[src/rtl/dp_operand_sequencer.sv]
// Operand sequencer for a dot-product accelerator: streams buffered
// operand pairs one element at a time and captures the final result.
module dp_operand_sequencer #(
    parameter int DEPTH   = 16,
    parameter int TIMEOUT = 15
) (
    input  logic        ACLK,
    input  logic        ARESET,
    input  logic        WR_EN,
    input  logic [3:0]  WR_ADDR,
    input  logic [7:0]  WR_A,
    input  logic [7:0]  WR_B,
    input  logic [4:0]  VEC_LEN,
    input  logic        CMD_START,
    output logic [7:0]  DP_A,
    output logic [7:0]  DP_B,
    output logic        inputs_ready,
    output logic        DP_START,
    input  logic        DP_DONE,
    input  logic [31:0] DP_RESULT,
    output logic [31:0] RESULT,
    output logic        RESULT_VALID,
    output logic        BUSY,
    output logic        ERR
);

    localparam int IW = (DEPTH > 1) ? $clog2(DEPTH) : 1;
    localparam int TW = (TIMEOUT > 1) ? $clog2(TIMEOUT + 1) : 1;

    typedef enum logic [1:0] {
        IDLE,
        ISSUE,
        WAIT_DONE,
        CAPTURE
    } state_t;

    state_t state_q;
    state_t state_d;

    logic [15:0]   opbuf [DEPTH];
    logic [IW-1:0] idx_q;
    logic [4:0]    len_q;
    logic [TW-1:0] tmo_q;

    logic len_ok;
    logic last;
    logic expired;
    logic wr_ok;

    assign len_ok  = (VEC_LEN != 5'd0) && (32'(VEC_LEN) <= DEPTH);
    assign last    = (32'(idx_q) + 32'd1) == 32'(len_q);
    assign expired = 32'(tmo_q) >= (TIMEOUT - 1);
    assign wr_ok   = WR_EN && (state_q == IDLE) && (32'(WR_ADDR) < DEPTH);

    // Operand storage survives reset; software reloads it explicitly.
    always_ff @(posedge ACLK) begin
        if (wr_ok) begin
            opbuf[WR_ADDR[IW-1:0]] <= {WR_A, WR_B};
        end
    end

    always_ff @(posedge ACLK) begin
        if (ARESET) begin
            state_q <= IDLE;
        end else begin
            state_q <= state_d;
        end
    end

    always_comb begin
        state_d = state_q;
        unique case (state_q)
            IDLE: begin
                if (CMD_START && len_ok) begin
                    state_d = ISSUE;
                end
            end
            ISSUE: begin
                state_d = WAIT_DONE;
            end
            WAIT_DONE: begin
                if (DP_DONE) begin
                    state_d = last ? CAPTURE : ISSUE;
                end else if (expired) begin
                    state_d = IDLE;
                end
            end
            CAPTURE: begin
                state_d = IDLE;
            end
            default: begin
                state_d = IDLE;
            end
        endcase
    end

    always_ff @(posedge ACLK) begin
        if (ARESET) begin
            idx_q        <= '0;
            len_q        <= '0;
            tmo_q        <= '0;
            RESULT       <= '0;
            RESULT_VALID <= 1'b0;
            ERR          <= 1'b0;
        end else begin
            RESULT_VALID <= 1'b0;
            ERR          <= 1'b0;
            unique case (state_q)
                IDLE: begin
                    if (CMD_START) begin
                        if (len_ok) begin
                            len_q <= VEC_LEN;
                            idx_q <= '0;
                        end else begin
                            ERR <= 1'b1;
                        end
                    end
                end
                ISSUE: begin
                    tmo_q <= '0;
                end
                WAIT_DONE: begin
                    if (DP_DONE) begin
                        if (!last) begin
                            idx_q <= idx_q + IW'(1);
                        end
                    end else if (expired) begin
                        ERR <= 1'b1;
                    end else begin
                        tmo_q <= tmo_q + TW'(1);
                    end
                end
                CAPTURE: begin
                    RESULT       <= DP_RESULT;
                    RESULT_VALID <= 1'b1;
                end
                default: begin
                end
            endcase
        end
    end

    // ISSUE always hands over to WAIT_DONE, so inputs_ready is never
    // asserted on two adjacent cycles.
    always_comb begin
        BUSY         = 1'b0;
        inputs_ready = 1'b0;
        DP_START     = 1'b0;
        DP_A         = '0;
        DP_B         = '0;
        unique case (state_q)
            IDLE: begin
            end
            ISSUE: begin
                BUSY         = 1'b1;
                inputs_ready = 1'b1;
                DP_START     = last;
                DP_A         = opbuf[idx_q][15:8];
                DP_B         = opbuf[idx_q][7:0];
            end
            WAIT_DONE: begin
                BUSY     = 1'b1;
                DP_START = last;
                DP_A     = opbuf[idx_q][15:8];
                DP_B     = opbuf[idx_q][7:0];
            end
            CAPTURE: begin
                BUSY = 1'b1;
            end
            default: begin
            end
        endcase
    end

endmodule

[config.mk]
export PLATFORM = sky130hd
export DESIGN_NAME = dp_operand_sequencer
export DESIGN_NICKNAME = d
export VERILOG_FILES = /design/src/rtl/dp_operand_sequencer.sv
export SDC_FILE = /design/constraint.sdc
export NUM_CORES = 1
export LEC_CHECK = 0
export CAP_MARGIN = 25
export CORE_MARGIN = 2
export CORE_UTILIZATION = 45
export DETAILED_ROUTE_END_ITERATION = 16
export PLACE_DENSITY_LB_ADDON = 0.08
export SYNTH_ARGS = -nofsm -noshare
export SYNTH_HDL_FRONTEND = slang
export SYNTH_SLANG_ARGS = --single-unit
export TNS_END_PERCENT = 100
[constraint.sdc]
create_clock -name ACLK -period 2.7 [get_ports ACLK]
set_input_delay 0.405 -clock ACLK [delete_from_list [all_inputs] [get_ports ACLK]]
set_output_delay 0.405 -clock ACLK [all_outputs]
set_load 0.05 [all_outputs]
==> results.toml, run 1 <==
[global_routing]
grt_pass1_wl_um = 40810
grt_max_degree = 57
grt_pass1_vias = 6684
antenna_found_initial = 0
grt-ovfl-total = 0
grt_usage = 0.1941

[clocking]
clock-root-buffer = "clkbuf_16"
cts_tree = "yes"
clock_sinks = 309
path_clk_slew_ns = 0.06
clk_latency_ns = 0.55
clock_path_buffers = 3
htreeDepth = 1
holdBufCountCts = 0
cts_buffers = 31

[route]
routed_wl_um = 27930
vias = 6341
route.detailed.drc = 0
drtIter0Drc = 532
ant_nets = 0
avgRoutedWirePerCell_um = 24.44
dr.pass1.iters = 4
drt-vias-per-instance = 5.548

[timing]
period_share = 1.105
finalHoldViolations = 0
maxSlewViolCount = 0
rsz0062_at_grt = "yes"
setup_viol = 16
worst_slew_pin_slew_ns = 0.9640
fmax_mhz = 335.2
timing.slew.headroom = 0.3573
period_needed_ns = 2.983
skew_ns = 0.01643
setup_ws_ns = -0.2830

[synth]
synth-edff-count = 256
synth_nets = 694
yosysUniqueCellTypes = 42
syn_inst = 624
ys_ff_latch = 309
syn_avg_cell_area_um2 = 19.73
syn-cell-area_um2 = 12310
synth_ff_type = "edfxtp_1"
postSynth.asyncResetShare = 0
yosysWarningCount = 0
synth-seq-area-share = 0.7107

[layout]
final_cells = 1143
final_layout_size_suffix_gt1_frac = 0.2731
final_util = 0.5689
fin_nets = 848
diodes = 0
final_common_cell = "edfxtp_1"
mostFrequentLayoutCells = "edfxtp_1, clkdlybuf4s50_1, mux4_2, dfxtp_1, nor2_1"
syn_to_final_growth_pct = 24.21

[pwr]
power_mw = 11.00
leakage_nw = 4.901
vdd_drop_max_v = 0.0004900
powerDensity_nw_per_um2 = 719.2

[status]
violations = "setup timing"
status = "finished, violations left"

[placement]
place_hpwl_um = 14690
placedCellCount = 1072
gp_congestion = 0.7842
dp_slack_ns = 0.1209
port_buffers = 114

[worst_setup_path]
cp-start-kind = "register"
crit_arrival_ns = 2.58
crit_path_end_kind = "primary output"
cp_max_fo = 6
rrSetupSlack_ns = 0.52
required_ns = 2.30
path_class = "reg2out"

[job]
max_cap_viol_count = 0

[floorplan]
num_rows = 60
ios = 115
die_area_um2 = 28690
die_w_um = 169.4
start_util = 0.4580
coreArea_um2 = 26880
die_h_um = 169.4

[worst_hold_path]
hold_class = "reg2reg"
power breakdown:
group / internal, mW / leakage [nW] / switching [mW]
registers: 5.25 / 2.74 / 0.0337
logic: 0.463 / 1.61 / 0.662
clock network: 2.82 / 0.549 / 1.77
total: 8.53 / 4.90 / 2.46
final timing paths:
kind,from,end,cells after the start
setup / recovery,register,DP_A[5],6
hold / removal,tmo_q[3],tmo_q[3],2
setup reg to reg,idx_q[1],register,7
hold reg to reg,tmo_q[3],tmo_q[3],2
worst max-delay path, cell delays in order (launching register included):
cell and delay [ns]:
dfxtp_4 0.40, buf_4 0.16, buf_12 0.13, mux4_1 0.54, mux4_2 0.45, and2_1 0.18
buf_6 0.15
Yosys cell counts (all sizes together), types with 2 or more instances:
master,n,area share
edfxtp,256,0.62
mux4,80,0.15
nor2,56,0.017
dfxtp,53,0.086
mux2i,37,0.030
clkbuf,21,0.013
and2,18,0.0091
buf,12,0.014
nand2,12,0.0037
ha,8,0.0081
inv,7,0.0021
o211ai,7,0.0043
nand3,6,0.0024
a31oi,5,0.0025
nand2b,5,0.0025
xnor2,5,0.0042
nand4,4,0.0020
nor3,4,0.0016
nand3b,3,0.0018
nand4b,3,0.0021
or4,3,0.0018
a21oi,2,0.00081
nor2b,2,0.0010
or3,2,0.0010
xor2,2,0.0014
repair_timing:
action,in CTS,in global routing
gates resized for setup,67,8
buffers inserted,7,0
cloned,7,1
pin swaps,0,1
hold endpoints to repair,0,0
setup endpoints to repair,17,17
kinds of logic (layout without fill, tap and decap cells):
kind of cell | Yosys count | after routing | share of synthesized area
DFF | 309 | 309 | 0.7107
and+or+nand+nor | 122 | 122 | 0.04910
muxes | 117 | 117 | 0.1850
buffers and inverters | 40 | 218 | 0.02877
AOI/OAI and AO/OA | 21 | 21 | 0.01271
adders and majority gates | 8 | 8 | 0.008132
xor gates and xnor gates | 7 | 7 | 0.005591
metrics by stage:
step	setup TNS, ns	area, µm²	hold WS [ns]
finish	-4.200	15290	0.4699
global route	-5.231	15290	0.4714
detailed placement	0	13850	0.4725
floorplan	0	12310	0.4324
global placement	0	13850	0.4410
CTS	-4.573	15260	0.4509
sequential cells by signal, summed over array words and instances, names as in the netlist, named ones only:
name / count
ERR: 1
RESULT: 32
RESULT_VALID: 1
idx_q: 4
len_q: 5
opbuf: 256
state_q: 2
tmo_q: 4
layer usage:
metal,vias to the layer above,track usage,part of all wire
met5,-,0,0
li1,2805,-,-
met4,0,0.05128,0.020
met2,191,0.3379,0.51
met3,43,0.02682,0.051
met1,3302,0.2588,0.42
cell type report:
type                    instances  area (µm²)
clock inverters                18       250.2
multi-input cells             275        3192
inverters                       7       26.28
flip-flops and latches        309        8755
repair buffers                154        1783
clock buffers                  39       857.1
fillers                      2078       11590
well taps                     341       426.7
Power figures use the tool's default switching activity.
==> run 2: changes to the inputs <==
Settings changed: REMOVE_ABC_BUFFERS set to 1.
==> results.toml, run 2 (same netlist as run 1, synthesis figures left out) <==
[worst_setup_path]
required_ns = 2.30
path_cells = "buf_12 > buf_12 > buf_16 > mux4_2 > mux4_2 > and2_4 > buf_8"
crit_path_end_kind = "primary output"
timing.rr.start = "state_q[0]"
path_class = "reg2out"
cp-start-kind = "register"
path_buf_inv = 4
crit_slowest_cell = "mux4_2"
critPathTopFamily = "multiplexers"
path_depth = 7
rr_worst_depth = 7
r2r-end = "opbuf[7][9]"
cp_max_fo = 8
rrSetupSlack_ns = 0.50
crit_path_max_incr_delay_ns = 0.51
crit_arrival_ns = 2.60

[pwr]
vdd_drop_max_v = 0.0004010
p_sw_mw = 2.485
power_mw = 10.86
intPower_mw = 8.372
p_seq_frac = 0.487
leakage_nw = 4.941
swShare = 0.2289
clockPowerShare = 0.403
powerDensity_nw_per_um2 = 704.7
combPwrFrac = 0.111

[route]
dr.pass1.iters = 5
ant_nets = 0
drtIter0Drc = 678
route.detailed.drc = 0
avgRoutedWirePerCell_um = 24.06
routed_wl_um = 27860
vias = 6432
drt-vias-per-instance = 5.554

[timing]
rsz0062_at_grt = "yes"
holdWs_ns = 0.2656
timing.slew.headroom = 0.6436
maxSlewViolCount = 0
setup_viol = 16
skew_ns = 0.02188
period_needed_ns = 3.000
fin_tns_setup_ns = -3.792
setup_ws_ns = -0.3004
fmax_mhz = 333.3
finalHoldViolations = 0
worst_slew_pin_slew_ns = 0.5311
period_share = 1.111

[floorplan]
num_rows = 60
die_w_um = 169.4
coreArea_um2 = 26880
die_h_um = 169.4
start_util = 0.4580
die_area_um2 = 28690
ios = 115

[clocking]
path_clk_slew_ns = 0.06
clock_path_buffers = 3
htreeDepth = 2
cts_tree = "yes"
clock-root-buffer = "clkbuf_16"
cts_buffers = 34
clock_sinks = 309
clk_latency_ns = 0.51

[worst_hold_path]
whs_endpoint = "tmo_q[1]"
hold_class = "in2reg"
min_from = "ARESET"
hold_depth = 2

[layout]
syn_to_final_growth_pct = 25.16
mostFrequentLayoutCells = "edfxtp_1, clkdlybuf4s50_1, mux4_2, dfxtp_1, nor2_1"
fin_nets = 862
final_common_cell = "edfxtp_1"
final_cells = 1158
largest_reg_flops = 256
diodes = 0
final_layout_size_suffix_gt1_frac = 0.2778

[status]
violations = "setup timing"
status = "finished, violations left"

[global_routing]
grt_max_degree = 40
grt_usage = 0.2008
antenna_found_initial = 0
grt_pass1_vias = 6978
grt_pass1_wl_um = 42610
grt-ovfl-total = 0

[placement]
dp_slack_ns = 0.1878
gp_congestion = 0.7274
placedCellCount = 1084
place_hpwl_um = 15990
port_buffers = 114

[job]
max_cap_viol_count = 0
run 2: cell type report:
cell class | instances | area, µm²
multi-input combinational | 275 | 3216
inverter | 7 | 26.28
sequential | 309 | 8755
tap | 341 | 426.7
fill | 2043 | 11470
timing repair buffer | 165 | 1936
clock buffer | 46 | 927.1
clock inverter | 15 | 120.1
run 2: how the worst max path moves through the flow:
stage                          to  slack, ns
after floorplan           DP_A[0]      -1.57
after global placement    DP_A[6]       0.22
after detailed placement  DP_B[2]       0.19
after CTS                 DP_B[5]      -0.32
after global routing      DP_B[3]      -0.37
final                     DP_B[2]      -0.30
run 2: per-stage QoR:
stage                       util  cell area (µm²)
after floorplan                -            11980
after global placement    0.5212            14010
after detailed placement  0.5212            14010
after CTS                 0.5764            15490
after global routing      0.5732            15410
final                     0.5732            15410
run 2: layer usage:
layer  wire length, µm  GRT usage  vias up  part of all wire
met1             12320     0.2839     3321              0.44
met4               573    0.05500        0             0.021
met2             13140     0.3175      227              0.47
li1                  -          -     2845                 -
met3              1825    0.04501       39             0.066
met5                 0          0        -                 0
run 2: power by group through the flow:
stage	clock, mW	combinational [mW]	sequential (mW)
2_1_floorplan	0	0.515	5.43
3_3_place_gp	0	1.02	5.38
3_5_place_dp	0	1.04	5.38
4_1_cts	4.47	1.22	5.28
5_1_grt	4.66	1.27	5.29
6_report	4.37	1.20	5.28
run 2: timing repair:
action,CTS,global route
setup buffers,9,1
pin swaps,13,1
hold buffers,0,0
gates cloned,7,0
resized for setup,76,9
setup endpoints to repair,16,17
==> run 3: changes to the inputs <==
Settings changed: SETUP_SLACK_MARGIN set to 0.5.
==> results.toml, run 3 (same netlist as run 1, synthesis figures left out) <==
[layout]
fillers = 2020
final_common_cell = "edfxtp_1"
mostFrequentLayoutCells = "edfxtp_1, clkdlybuf4s50_1, mux4_2, dfxtp_1, nor2_1"
syn_to_final_growth_pct = 26.47
fin_nets = 869
multi_input_area_um2 = 3269
seq_area_um2 = 8762
diodes = 0
final_layout_size_suffix_gt1_frac = 0.2888
largest_reg_flops = 256

[route]
drtIter0Drc = 630
dr.pass1.iters = 5
ant_nets = 0
route.detailed.drc = 0
drt-vias-per-instance = 5.536
avgRoutedWirePerCell_um = 24.00
vias = 6449
routed_wl_um = 27960

[status]
violations = "setup timing"
status = "finished, violations left"

[worst_setup_path]
path_buf_inv = 4
cp_max_fo = 8
path_class = "reg2out"
crit_arrival_ns = 2.59
required_ns = 2.30
critPathTopFamily = "multiplexers"
cp-start-kind = "register"
path_cells = "buf_12 > buf_12 > buf_16 > mux4_2 > mux4_2 > and2_4 > buf_8"
crit_path_end_kind = "primary output"
crit_slowest_cell = "mux4_2"
crit_path_max_incr_delay_ns = 0.50

[timing]
setup_ws_ns = -0.2985
maxSlewViolCount = 0
timing.slew.headroom = 0.6360
finalHoldViolations = 0
period_share = 1.111
skew_ns = 0.02139
period_needed_ns = 2.998
worst_slew_pin_slew_ns = 0.5442
setup_viol = 16
fin_tns_setup_ns = -4.013
rsz0062_at_grt = "yes"
fmax_mhz = 333.5
holdWs_ns = 0.2713

[clocking]
cts_buffers = 34
htreeDepth = 2
path_clk_slew_ns = 0.06
clock-root-buffer = "clkbuf_16"
clock_path_buffers = 3
cts_tree = "yes"
clk_latency_ns = 0.51
clock_sinks = 309
holdBufCountCts = 0

[pwr]
leakage_nw = 5.012
power_mw = 10.87
powerDensity_nw_per_um2 = 697.9
vdd_drop_max_v = 0.0003927

[floorplan]
die_h_um = 169.4
coreArea_um2 = 26880
die_area_um2 = 28690
num_rows = 60
ios = 115
start_util = 0.4580
die_w_um = 169.4

[job]
max_cap_viol_count = 0

[global_routing]
grt_usage = 0.2015
grt_max_degree = 40
grt_pass1_wl_um = 42760
grt-ovfl-total = 0
antenna_found_initial = 0
grt_pass1_vias = 7004

[worst_hold_path]
hold_class = "in2reg"

[placement]
dp_slack_ns = 0.1878
place_hpwl_um = 15990
gp_congestion = 0.7274
port_buffers = 114
run 3: changes by cell type in the layout (fill, tap and decap cells not counted), moves of 2 or more:
cell             before  now
clkdlybuf4s50_1      96   94
mux4_2               75   71
dfxtp_4               1    3
dfxtp_1              50   48
buf_4                26   31
buf_16                5    8
mux4_1                5    9
run 3: area by class of cell:
class | instances | share of cell area
sequential | 309 | 0.5629
multi-input combinational | 275 | 0.2100
timing repair buffer | 172 | 0.1308
clock buffer | 46 | 0.05956
tap | 341 | 0.02741
clock inverter | 15 | 0.007716
inverter | 7 | 0.001688
run 3: repair_timing:
| item | CTS | global route |
|---|---|---|
| gates cloned | 7 | 0 |
| resized for setup | 87 | 7 |
| pin swaps | 16 | 2 |
| buffers inserted | 12 | 1 |
| endpoints found under the setup margin | 20 | 109 |
run 3: power breakdown:
group / total, mW / internal (mW) / switching [mW]
registers: 5.28 / 5.25 / 0.0323
clock network: 4.37 / 2.60 / 1.77
logic: 1.21 / 0.528 / 0.685
total: 10.9 / 8.38 / 2.49
run 3: final timing paths:
path / startpoint / to / slack, ns / depth (start not counted)
hold reg to reg: tmo_q[3] / tmo_q[3] / 0.49 / 2
hold / removal: ARESET / tmo_q[1] / 0.27 / 2
setup / recovery: register / DP_B[5] / -0.30 / 7
setup reg to reg: idx_q[1] / register / 0.60 / 9
run 3: layer usage:
metal / vias to the layer above / share of wire / GRT usage
met5: - / 0 / 0
met4: 0 / 0.021 / 0.05500
met3: 39 / 0.065 / 0.04501
met2: 228 / 0.47 / 0.3196
met1: 3316 / 0.44 / 0.2842
li1: 2866 / - / -
run 3: metrics by stage:
step	area (µm²)	utilization	instances
after CTS	15550	0.5785	1164
after detailed placement	14010	0.5212	1084
final	15570	0.5792	1165
after global routing	15570	0.5792	1165
after global placement	14010	0.5212	1084
after floorplan	11980	-	591
==> patch (flow settings as in run 3) <==
`TIMEOUT`: 15 -> 16.
--- a/src/rtl/dp_operand_sequencer.sv
+++ b/src/rtl/dp_operand_sequencer.sv
@@ -4,3 +4,3 @@
     parameter int DEPTH   = 16,
-    parameter int TIMEOUT = 15
+    parameter int TIMEOUT = 16
 ) (
Check against the original RTL: no difference found for any inputs over 4 cycles, from zero or initial values and one cycle with ARESET high; that may be too few to reach the edited logic, so the function may still have changed.
==> patch against run 3 <==
The flow still finishes with violations (setup timing). Die area decreased by 1.6%. Setup slack improved by 0.0062 ns. Largest cell class unchanged. Synthesized area decreased by 1.6%. Cell count increased by 0.43%. Sequential cell count increased by 1. Critical path type unchanged. Design area decreased by 0.63%. Routed wire length decreased by 3.4%. Combinational power increased by 62%. Synthesized cell count increased by 2.7%. Total power increased by 7.4%.
==> patch: results (changes against run 3) <==
hold crit path type=input pin to flip-flop; final worst slack=-0.292 ns (+0.00624 ns); Seq/Total Area, Yosys=72.4% (+1.3 points); dpl ws=0.169 ns (-0.0184 ns); routed via count=6362 (-1.3%); Area contributors post-synth=edfxtp_1 63%, mux4_2 15%, dfxtp_1 8.9%; CTS HTree Levels=1 (-1); Total GRT Usage=19.4% (-0.72 points); Largest stage delay, worst path=0.48 ns (-0.02 ns); clk_lat worst skew=0.56 ns (+0.05 ns); post-DP HPWL=15100 um (-5.6%); DRT iter0 DRCs=510 (-19%); share of cells above drive strength 1=29.9% (+1.0 points); max_slew headroom=62.3% (-1.3 points); final net count=874 (+0.58%); failing checks=setup timing; LEAKAGE=5.00 nW (-0.20%); VDD IR max=0.430 mV (+9.4%); most frequent cells after synthesis=256 x edfxtp_1, 80 x mux4_2, 62 x nor2_1, 54 x dfxtp_1, 37 x mux2i_1; Ant. Diodes=0 (unchanged); largest net degree at the start of global routing=44 (+10%); drt total wl=27000 um (-3.4%); Setup Skew=0.0152 ns (-0.00622 ns); endpoints failing setup=16 (unchanged); GPL Wtd Cong=0.745 (+2.5%); status=complete, but fails checks; worst-path fanout max=5 (-3); vias in the first global route=6816 (-2.7%); global-route wire length before repair=40700 um (-4.8%); placed instance area=0.0139 mm2 (-0.87%); I/O Buffers=114 (unchanged); synth unique cells=41 (-2.4%); cts bufs inserted=31 (-8.8%); setup tns final=-3.94 ns (+0.0758 ns); Initial DRT Pass Iterations=4 (-1)
-- patch: changes by cell type after synthesis, moves of 4 or more --
| cell | before | now |
|---|---|---|
| mux4_2 | 52 | 80 |
| o211ai_1 | 7 | 0 |
| nand2_1 | 12 | 17 |
| clkbuf_8 | 8 | 0 |
| clkbuf_1 | 13 | 21 |
| mux4_1 | 28 | 0 |
| nor2_1 | 56 | 62 |
| a21oi_1 | 2 | 7 |
| o311ai_0 | 0 | 4 |
| buf_1 | 0 | 4 |
-- patch: cell type report --
type / count / area, um2
fillers: 1977 / 11200
flip-flops and latches: 310 / 8780
multi-input cells: 290 / 3290
repair buffers: 165 / 1900
clock buffers: 48 / 920
well taps: 341 / 427
clock inverters: 10 / 128
inverters: 6 / 22.5
-- patch: layer usage --
metal  global-route usage (%)  part of all wire, %  wire [um]  vias up
met3                     3.43                  6.1       1650       31
met2                     34.1                   51      13700      192
met4                     4.39                  1.6        420        0
met5                        0                    0          0        -
li1                         -                    -          -     2892
met1                     25.5                   42      11200     3247
-- patch: final timing paths --
kind	from	to	slack, ns	cells past startpoint
setup / recovery	flip-flop	DP_B[4]	-0.29	7
hold / removal	ARESET	idx_q[2]	0.19	2
setup reg to reg	idx_q[1]	flip-flop	0.64	6
hold reg to reg	RESULT[31]	RESULT[31]	0.49	2
-- patch: power breakdown --
| group | leakage, nW | internal (mW) | total (mW) | switching, mW |
|---|---|---|---|---|
| registers | 2.75 | 5.31 | 5.36 | 0.0539 |
| clock network | 0.518 | 2.61 | 4.35 | 1.74 |
| logic | 1.73 | 0.831 | 1.96 | 1.13 |
-- patch: repair_timing --
action                     4_1_cts  5_1_grt
gates resized for setup         64       13
pin swaps                        7        3
setup buffers                   11        0
gates cloned                     5        1
setup endpoints to repair       19      145
-- patch: cell families (layout without fill, tap and decap cells) --
family / after synthesis / count (layout) / share of synthesized area [%]
compound gates: 27 / 27 / 1.60
xor+xnor: 6 / 6 / 0.434
fa+ha+maj: 8 / 8 / 0.827
buf+inv: 41 / 229 / 1.67
flops: 310 / 310 / 72.4
mux: 118 / 118 / 18.0
simple gates: 131 / 131 / 5.01
-- patch: stage by stage --
stage / utilization (%) / cells
after global placement: 52.1 / 1095
after floorplan: - / 606
after detailed placement: 52.1 / 1095
after global routing: 58.0 / 1170
after CTS: 57.8 / 1169
final: 58.0 / 1170
